$ cat src/rtl/pipe5_types_pkg.sv
// Shared types and constants for the pipe5 hazard/forwarding control slice.
package pipe5_types_pkg;

  typedef enum logic [1:0] {
    BYPASS_NONE = 2'd0,
    BYPASS_M    = 2'd1,
    BYPASS_W    = 2'd2
  } bypass_t;

  typedef enum logic [1:0] {
    ST_RUN    = 2'd0,
    ST_DRAIN  = 2'd1,
    ST_TRAP   = 2'd2,
    ST_HALTED = 2'd3
  } hazard_state_t;

  localparam logic [3:0] CAUSE_MAL_INSN   = 4'd0;
  localparam logic [3:0] CAUSE_FAULT_INSN = 4'd1;
  localparam logic [3:0] CAUSE_ILLEGAL    = 4'd2;
  localparam logic [3:0] CAUSE_BREAKPOINT = 4'd3;
  localparam logic [3:0] CAUSE_MAL_LD     = 4'd4;
  localparam logic [3:0] CAUSE_FAULT_LD   = 4'd5;
  localparam logic [3:0] CAUSE_MAL_ST     = 4'd6;
  localparam logic [3:0] CAUSE_FAULT_ST   = 4'd7;
  localparam logic [3:0] CAUSE_ENV_M      = 4'd11;

  // x0 is hardwired, so a write to it never produces forwardable data.
  function automatic logic reg_hit(input logic [4:0] rs, input logic [4:0] rd, input logic wen);
    return wen && (rd == rs) && (rs != 5'd0);
  endfunction

endpackage

$ cat src/rtl/pipe5_bypass_select.sv
// Forwarding select for one source operand: the younger M-stage result beats W.
module pipe5_bypass_select
  import pipe5_types_pkg::*;
(
  input  logic [4:0] rs,
  input  logic [4:0] rd_m,
  input  logic [4:0] rd_w,
  input  logic       wen_m,
  input  logic       wen_w,
  input  logic       dren,
  output bypass_t    sel
);

  // A load in M has no data yet, so it can only be covered by the load-use stall.
  always_comb begin
    sel = BYPASS_NONE;
    if (reg_hit(rs, rd_m, wen_m) && !dren) begin
      sel = BYPASS_M;
    end else if (reg_hit(rs, rd_w, wen_w)) begin
      sel = BYPASS_W;
    end else begin
      sel = BYPASS_NONE;
    end
  end

endmodule

$ cat src/rtl/pipe5_hazard_control.sv
// Pipe5 hazard control: stall/flush arbitration, forwarding selects, trap sequencing
// (drain memory, then redirect) and a stall performance counter.
module pipe5_hazard_control
  import pipe5_types_pkg::*;
#(
  parameter int PERF_W = 32
) (
  input  logic              CLK,
  input  logic              nRST,
  input  logic              f_busy,
  input  logic              x_busy,
  input  logic              m_busy,
  input  logic              dren,
  input  logic              dwen,
  input  logic              fence_stall,
  input  logic              jump,
  input  logic              mispredict,
  input  logic              halt,
  input  logic              ret,
  input  logic              fault_insn,
  input  logic              mal_insn,
  input  logic              illegal_insn,
  input  logic              fault_ld,
  input  logic              mal_ld,
  input  logic              fault_st,
  input  logic              mal_st,
  input  logic              breakpoint,
  input  logic              env_m,
  input  logic [31:0]       epc_f,
  input  logic [31:0]       epc_m,
  input  logic [31:0]       badaddr_f,
  input  logic [31:0]       badaddr_m,
  input  logic [31:0]       trap_vector,
  input  logic [4:0]        rs1_x,
  input  logic [4:0]        rs2_x,
  input  logic [4:0]        rd_m,
  input  logic [4:0]        rd_w,
  input  logic              regWEN_m,
  input  logic              regWEN_w,
  output logic              pc_en,
  output logic              npc_sel,
  output logic              iren,
  output logic              fd_stall,
  output logic              dx_stall,
  output logic              xm_stall,
  output logic              mw_stall,
  output logic              fd_flush,
  output logic              dx_flush,
  output logic              xm_flush,
  output logic              mw_flush,
  output logic              insert_priv_pc,
  output logic [31:0]       priv_pc,
  output bypass_t           bypass_a,
  output bypass_t           bypass_b,
  output bypass_t           bypass_rs1,
  output bypass_t           bypass_rs2,
  output logic              exc_valid,
  output logic [3:0]        exc_cause,
  output logic [31:0]       exc_epc,
  output logic [31:0]       exc_badaddr,
  output logic [PERF_W-1:0] stall_cycles
);

  hazard_state_t     state_r, state_nxt_s;
  bypass_t           byp1_s, byp2_s;
  logic              load_use_s;
  logic              exc_any_s;
  logic [3:0]        exc_cause_s;
  logic [31:0]       exc_epc_s, exc_bad_s;
  logic              pc_en_s, npc_sel_s, iren_s, insert_s;
  logic [3:0]        stall_s, flush_s;
  logic              ret_r;
  logic [3:0]        exc_cause_r;
  logic [31:0]       exc_epc_r, exc_bad_r, priv_pc_r;
  logic [PERF_W-1:0] stall_cycles_r;
  logic              unused_s;

  // Store completion is already reflected in m_busy, so dwen carries no hazard here.
  assign unused_s = dwen;

  pipe5_bypass_select u_byp_rs1 (
    .rs(rs1_x), .rd_m(rd_m), .rd_w(rd_w), .wen_m(regWEN_m), .wen_w(regWEN_w),
    .dren(dren), .sel(byp1_s)
  );

  pipe5_bypass_select u_byp_rs2 (
    .rs(rs2_x), .rd_m(rd_m), .rd_w(rd_w), .wen_m(regWEN_m), .wen_w(regWEN_w),
    .dren(dren), .sel(byp2_s)
  );

  assign load_use_s = dren && regWEN_m && (rd_m != 5'd0) && ((rd_m == rs1_x) || (rd_m == rs2_x));

  // Exception source priority: M-stage sources first, then fetch-side sources.
  always_comb begin
    exc_any_s   = 1'b1;
    exc_cause_s = CAUSE_MAL_INSN;
    exc_epc_s   = epc_m;
    exc_bad_s   = badaddr_m;
    if (illegal_insn) begin
      exc_cause_s = CAUSE_ILLEGAL;
    end else if (breakpoint) begin
      exc_cause_s = CAUSE_BREAKPOINT;
    end else if (env_m) begin
      exc_cause_s = CAUSE_ENV_M;
    end else if (mal_ld) begin
      exc_cause_s = CAUSE_MAL_LD;
    end else if (fault_ld) begin
      exc_cause_s = CAUSE_FAULT_LD;
    end else if (mal_st) begin
      exc_cause_s = CAUSE_MAL_ST;
    end else if (fault_st) begin
      exc_cause_s = CAUSE_FAULT_ST;
    end else if (fault_insn) begin
      exc_cause_s = CAUSE_FAULT_INSN;
      exc_epc_s   = epc_f;
      exc_bad_s   = badaddr_f;
    end else if (mal_insn) begin
      exc_cause_s = CAUSE_MAL_INSN;
      exc_epc_s   = epc_f;
      exc_bad_s   = badaddr_f;
    end else begin
      exc_any_s = 1'b0;
    end
  end

  // State register.
  always_ff @(posedge CLK) begin
    if (!nRST) begin
      state_r <= ST_RUN;
    end else begin
      state_r <= state_nxt_s;
    end
  end

  // Next state: a trap or ret outranks halt; traps wait for memory to go idle.
  always_comb begin
    state_nxt_s = state_r;
    case (state_r)
      ST_RUN: begin
        if (exc_any_s || ret) begin
          state_nxt_s = m_busy ? ST_DRAIN : ST_TRAP;
        end else if (halt) begin
          state_nxt_s = ST_HALTED;
        end else begin
          state_nxt_s = ST_RUN;
        end
      end
      ST_DRAIN:  state_nxt_s = m_busy ? ST_DRAIN : ST_TRAP;
      ST_TRAP:   state_nxt_s = ST_RUN;
      ST_HALTED: state_nxt_s = ST_HALTED;
      default:   state_nxt_s = ST_RUN;
    endcase
  end

  // Pipeline control per state; bit order of stall_s/flush_s is {fd, dx, xm, mw}.
  always_comb begin
    pc_en_s   = 1'b0;
    npc_sel_s = 1'b0;
    iren_s    = 1'b1;
    insert_s  = 1'b0;
    stall_s   = 4'b0000;
    flush_s   = 4'b0000;
    case (state_r)
      ST_RUN: begin
        if (m_busy || fence_stall) begin
          stall_s = 4'b1110;
          flush_s = 4'b0001;
        end else if (mispredict || jump) begin
          npc_sel_s = 1'b1;
          pc_en_s   = 1'b1;
          flush_s   = 4'b1110;
        end else if (load_use_s || x_busy) begin
          stall_s = 4'b1100;
          flush_s = 4'b0010;
        end else if (f_busy) begin
          flush_s = 4'b1000;
        end else begin
          pc_en_s = 1'b1;
        end
      end
      ST_DRAIN: stall_s = 4'b1111;
      ST_TRAP: begin
        insert_s = 1'b1;
        pc_en_s  = 1'b1;
        flush_s  = 4'b1111;
      end
      ST_HALTED: begin
        iren_s  = 1'b0;
        stall_s = 4'b1111;
      end
      default: begin
        stall_s = 4'b0000;
        flush_s = 4'b1111;
      end
    endcase
  end

  // Trap context: cause/epc/badaddr latch on detection, the redirect target on TRAP entry.
  always_ff @(posedge CLK) begin
    if (!nRST) begin
      exc_cause_r <= 4'd0;
      exc_epc_r   <= 32'd0;
      exc_bad_r   <= 32'd0;
      ret_r       <= 1'b0;
      priv_pc_r   <= 32'd0;
    end else begin
      if ((state_r == ST_RUN) && exc_any_s) begin
        exc_cause_r <= exc_cause_s;
        exc_epc_r   <= exc_epc_s;
        exc_bad_r   <= exc_bad_s;
        ret_r       <= 1'b0;
      end else if ((state_r == ST_RUN) && ret) begin
        ret_r <= 1'b1;
      end
      if (state_nxt_s == ST_TRAP) begin
        priv_pc_r <= trap_vector;
      end
    end
  end

  // Stall performance counter, wraps naturally.
  always_ff @(posedge CLK) begin
    if (!nRST) begin
      stall_cycles_r <= {PERF_W{1'b0}};
    end else if (fd_stall) begin
      stall_cycles_r <= stall_cycles_r + {{(PERF_W-1){1'b0}}, 1'b1};
    end
  end

  // Reset holds the pipe flushed with fetch disabled.
  assign pc_en          = nRST & pc_en_s;
  assign npc_sel        = nRST & npc_sel_s;
  assign iren           = nRST & iren_s;
  assign insert_priv_pc = nRST & insert_s;
  assign fd_stall       = nRST & stall_s[3];
  assign dx_stall       = nRST & stall_s[2];
  assign xm_stall       = nRST & stall_s[1];
  assign mw_stall       = nRST & stall_s[0];
  assign fd_flush       = ~nRST | flush_s[3];
  assign dx_flush       = ~nRST | flush_s[2];
  assign xm_flush       = ~nRST | flush_s[1];
  assign mw_flush       = ~nRST | flush_s[0];
  assign bypass_rs1     = nRST ? byp1_s : BYPASS_NONE;
  assign bypass_rs2     = nRST ? byp2_s : BYPASS_NONE;
  assign bypass_a       = bypass_rs1;
  assign bypass_b       = bypass_rs2;
  assign exc_valid      = nRST & (state_r == ST_TRAP) & ~ret_r;
  assign exc_cause      = exc_cause_r;
  assign exc_epc        = exc_epc_r;
  assign exc_badaddr    = exc_bad_r;
  assign priv_pc        = priv_pc_r;
  assign stall_cycles   = stall_cycles_r;

endmodule

$ cat config.mk
export PLATFORM = sky130hd
export DESIGN_NAME = pipe5_hazard_control
export DESIGN_NICKNAME = d
export VERILOG_FILES = /design/src/rtl/pipe5_types_pkg.sv /design/src/rtl/pipe5_bypass_select.sv /design/src/rtl/pipe5_hazard_control.sv
export SDC_FILE = /design/constraint.sdc
export NUM_CORES = 1
export LEC_CHECK = 0
export ABC_AREA = 1
export CAP_MARGIN = 20
export CORE_ASPECT_RATIO = 2
export CORE_MARGIN = 2
export CORE_UTILIZATION = 30
export DETAILED_ROUTE_END_ITERATION = 6
export SYNTH_ARGS = -nofsm -noshare
export SYNTH_HDL_FRONTEND = slang
export SYNTH_SLANG_ARGS = --single-unit
$ cat constraint.sdc
create_clock -name CLK -period 2.9 [get_ports CLK]
set_clock_uncertainty 0.2 [all_clocks]
set_input_delay 0.58 -clock CLK [delete_from_list [all_inputs] [get_ports CLK]]
set_output_delay 0.58 -clock CLK [all_outputs]
set_load 0.1 [all_outputs]
==> metrics.txt <==
status=finished, final reports clean; DRT iter0 DRCs=420; Hold EP=exc_cause[1]$_SDFFE_PN0P_; TritonCTS clock tree=built; Ports=356; Synth area leaders=dfxtp_1 38%, nand2_1 14%, a21oi_1 11%, nor2_1 6.7%, inv_1 6.1%; area delta synth->final=67.31%; port bufs=354; Sw Pwr=2.754 mW; Switching Share=38.72%; Layout Nets=1676; Final GP Congestion=0.9182; Post-synth EDFFs=0; Synth top cells by count=262 x nand2_1, 165 x a21oi_1, 135 x dfxtp_1; Synth Warn #=0; Synth Area in Compound Gates=17.01%; Worst Tran Pin Value=0.7723 ns; Lkg Pwr=5.212 nW; #FFs+latches synth=135; FF-to-FF End=stall_cycles[16]$_SDFFE_PN0P_; via density per instance=4.712; vias in the first global route=8101; mux contribution to synthesized area=0%; later-pin clock latency in the skew report=0.45 ns; Clk pwr share=34.3%; Mapped Avg Cell Area=6.483 um^2; min cycle time layout=2.800 ns; Finished Core Util=50.80%; peak supply drop=0.0004417 V; reg-to-reg slack, setup=0.76 ns; die area=25340 um^2; area leader, netlist=dfxtp_1; CTS Hold Bufs=0; final WL=29110 um; Worst slew margin=48.51%; Hold/Removal Path Class=in -> reg; r2r startpoint=stall_cycles[1]$_SDFFE_PN0P_; Worst-path clk slew=0.06 ns; Longest Clk Path Bufs=2; ys flop type=dfxtp_1; Multi-input gate area=3923 um^2; Crit Path Max Fanout=4; Finished Layout Cells=1778; # DRC=0; hold_sp=nRST; Synth Area in Simple Gates=31.46%; Final Setup Violations=0; power after layout=7.114 mW; Synth Area in XOR/XNOR=2.918%; crit share post-route=96.55%; area of the mapped netlist=7203 um^2; Die X=113.6 um; Seq/Total Area, Yosys=37.52%; distinct cell type count after synthesis=34; Internal Power=4.359 mW; adder-cell area share of the yosys netlist=0.1737%; Min-Delay Path Depth=3; CTS H-Tree Depth=4; startpoint types=input pin; sequential cell area=2703 um^2; Slew Limit Fails=0; kind of critical path=in -> out; worst-case reg-to-reg path depth=8; routed vias=8378; Comb pwr share=36.3%; Inserted Clock Buffers=17; Placeable Area=23720 um^2; initial core utilization=30.36%; layout cells sized above 1=19.61%; post-route ant nets=0; GRT Resource Usage Total=22.86%; critical path endpoint category=output pin; final global-route overflow total=0; WP data required=2.12 ns; DP Area=11380 um^2; maxcap violations=0; Mapped Cells=1111; clk sinks=135; detailed placement HPWL=23080 um; global-route wire length before repair=44060 um; Sequential Power Share=29.4%; Max Clock Freq=357.2 MHz; final hold violations=0; Die Y=223.1 um; number of core rows=80; Synth top area share=37.52%; wire length per cell=16.37 um; Clock Root Buffer=clkbuf_16; largest family of logic cells by synthesized area=simple AND/OR/NAND/NOR gates; placed cells=1739; Arr. time, crit path=2.02 ns; post-synth net total=1315; fillers=2387; pwr dens=590.3 nW/um^2; largest net degree at the start of global routing=69; unrepaired setup endpoints after global routing=no; ys async rst share=0%; antenna violations before repair=5; Design Area, Final=12050 um^2; 1st-pass router iterations=4; top-count cell post-synth=nand2_1
-- flip-flops by register name (all words and copies together), names as in the netlist --
| register | cells |
|---|---|
| state_r | 2 |
| ret_r | 1 |
| exc_badaddr | 32 |
| priv_pc | 32 |
| stall_cycles | 32 |
| exc_cause | 4 |
| exc_epc | 32 |
-- layout make-up --
type / count / area share, %
Multi-Input combinational cell: 790 / 32.55
Tap cell: 287 / 2.980
Clock buffer: 23 / 3.966
Timing Repair Buffer: 408 / 32.37
Clock inverter: 8 / 1.402
Antenna cell: 7 / 0.1453
Inverter: 120 / 4.163
Sequential cell: 135 / 22.43
-- per-stage QoR --
step / hold slack [ns] / worst slack [ns] / setup TNS [ns]
CTS: 0.2335 / 0.01387 / 0
detailed placement: 0.2554 / -0.3645 / -2.584
floorplan: 0.3013 / -0.3432 / -0.9186
global placement: 0.2520 / -0.3622 / -2.621
global route: 0.2444 / 0.01013 / 0
finish: 0.2465 / 0.1001 / 0
-- worst max-delay path, cell delays in order --
cell and delay, ns:
clkdlybuf4s15_1 0.20, buf_12 0.15, inv_12 0.04, nand2_2 0.04, nand2_1 0.06, nor2_1 0.05, nand3_2 0.08, nand2_2 0.08
nand2_4 0.10, nand3_4 0.09, nand2_4 0.08, clkinvlp_4 0.13, a21oi_4 0.16, buf_12 0.19
-- how the worst max path moves through the flow --
| stage | startpoint | to | slack, ns | cells past startpoint |
|---|---|---|---|---|
| 5_1_grt | rs1_x[1] | fd_flush | 0.01 | 14 |
| 3_3_place_gp | rd_m[1] | fd_flush | -0.36 | 12 |
| 4_1_cts | rs1_x[3] | fd_flush | 0.01 | 10 |
| 6_report | rs1_x[1] | fd_flush | 0.10 | 14 |
| 2_1_floorplan | m_busy | fd_flush | -0.34 | 9 |
| 3_5_place_dp | rd_m[1] | fd_flush | -0.36 | 12 |
-- what timing repair did --
| action | in CTS | in global routing |
|---|---|---|
| endpoints found under the setup margin | 13 | 6 |
| pin swaps | 4 | 9 |
| buffers inserted | 0 | 1 |
| resized for setup | 20 | 14 |
-- power groups by stage --
stage	Clock (mW)	Combinational, mW	Sequential (mW)
floorplan	0	0.697	3.19
global placement	0	2.59	2.13
detailed placement	0	2.60	2.13
CTS	2.50	2.60	2.09
global route	2.56	2.72	2.11
finish	2.44	2.58	2.09
-- placed cells by master, fill, tap and decap left out, types with 7 or more instances in the layout --
| cell | netlist | layout |
|---|---|---|
| a21oi_1 | 165 | 163 |
| buf_12 | 0 | 29 |
| buf_4 | 9 | 178 |
| clkbuf_16 | 0 | 17 |
| clkdlybuf4s50_1 | 0 | 182 |
| dfxtp_1 | 135 | 135 |
| diode_2 | 0 | 7 |
| dlygate4sd2_1 | 0 | 10 |
| inv_1 | 117 | 102 |
| inv_2 | 3 | 9 |
| nand2_1 | 262 | 254 |
| nand3_1 | 50 | 48 |
| nand3b_1 | 40 | 40 |
| nor2_1 | 128 | 124 |
| nor3_1 | 26 | 21 |
| o21ai_0 | 55 | 53 |
| o21ai_1 | 15 | 15 |
| xnor2_1 | 11 | 11 |
| xor2_1 | 13 | 13 |
-- layer usage --
layer / up-vias / track usage, % / wire (um)
li1: 4309 / - / -
met1: 3728 / 21.13 / 9673
met2: 275 / 43.75 / 16470
met3: 66 / 6.085 / 1621
met4: 0 / 13.10 / 1350
met5: - / 0 / 0
-- cell families after synthesis --
logic type | after synthesis
simple gates | 523
compound gates | 242
buf+inv | 186
flops | 135
xor+xnor | 24
fa+ha+maj | 1
(Power assumes the default switching activity.)
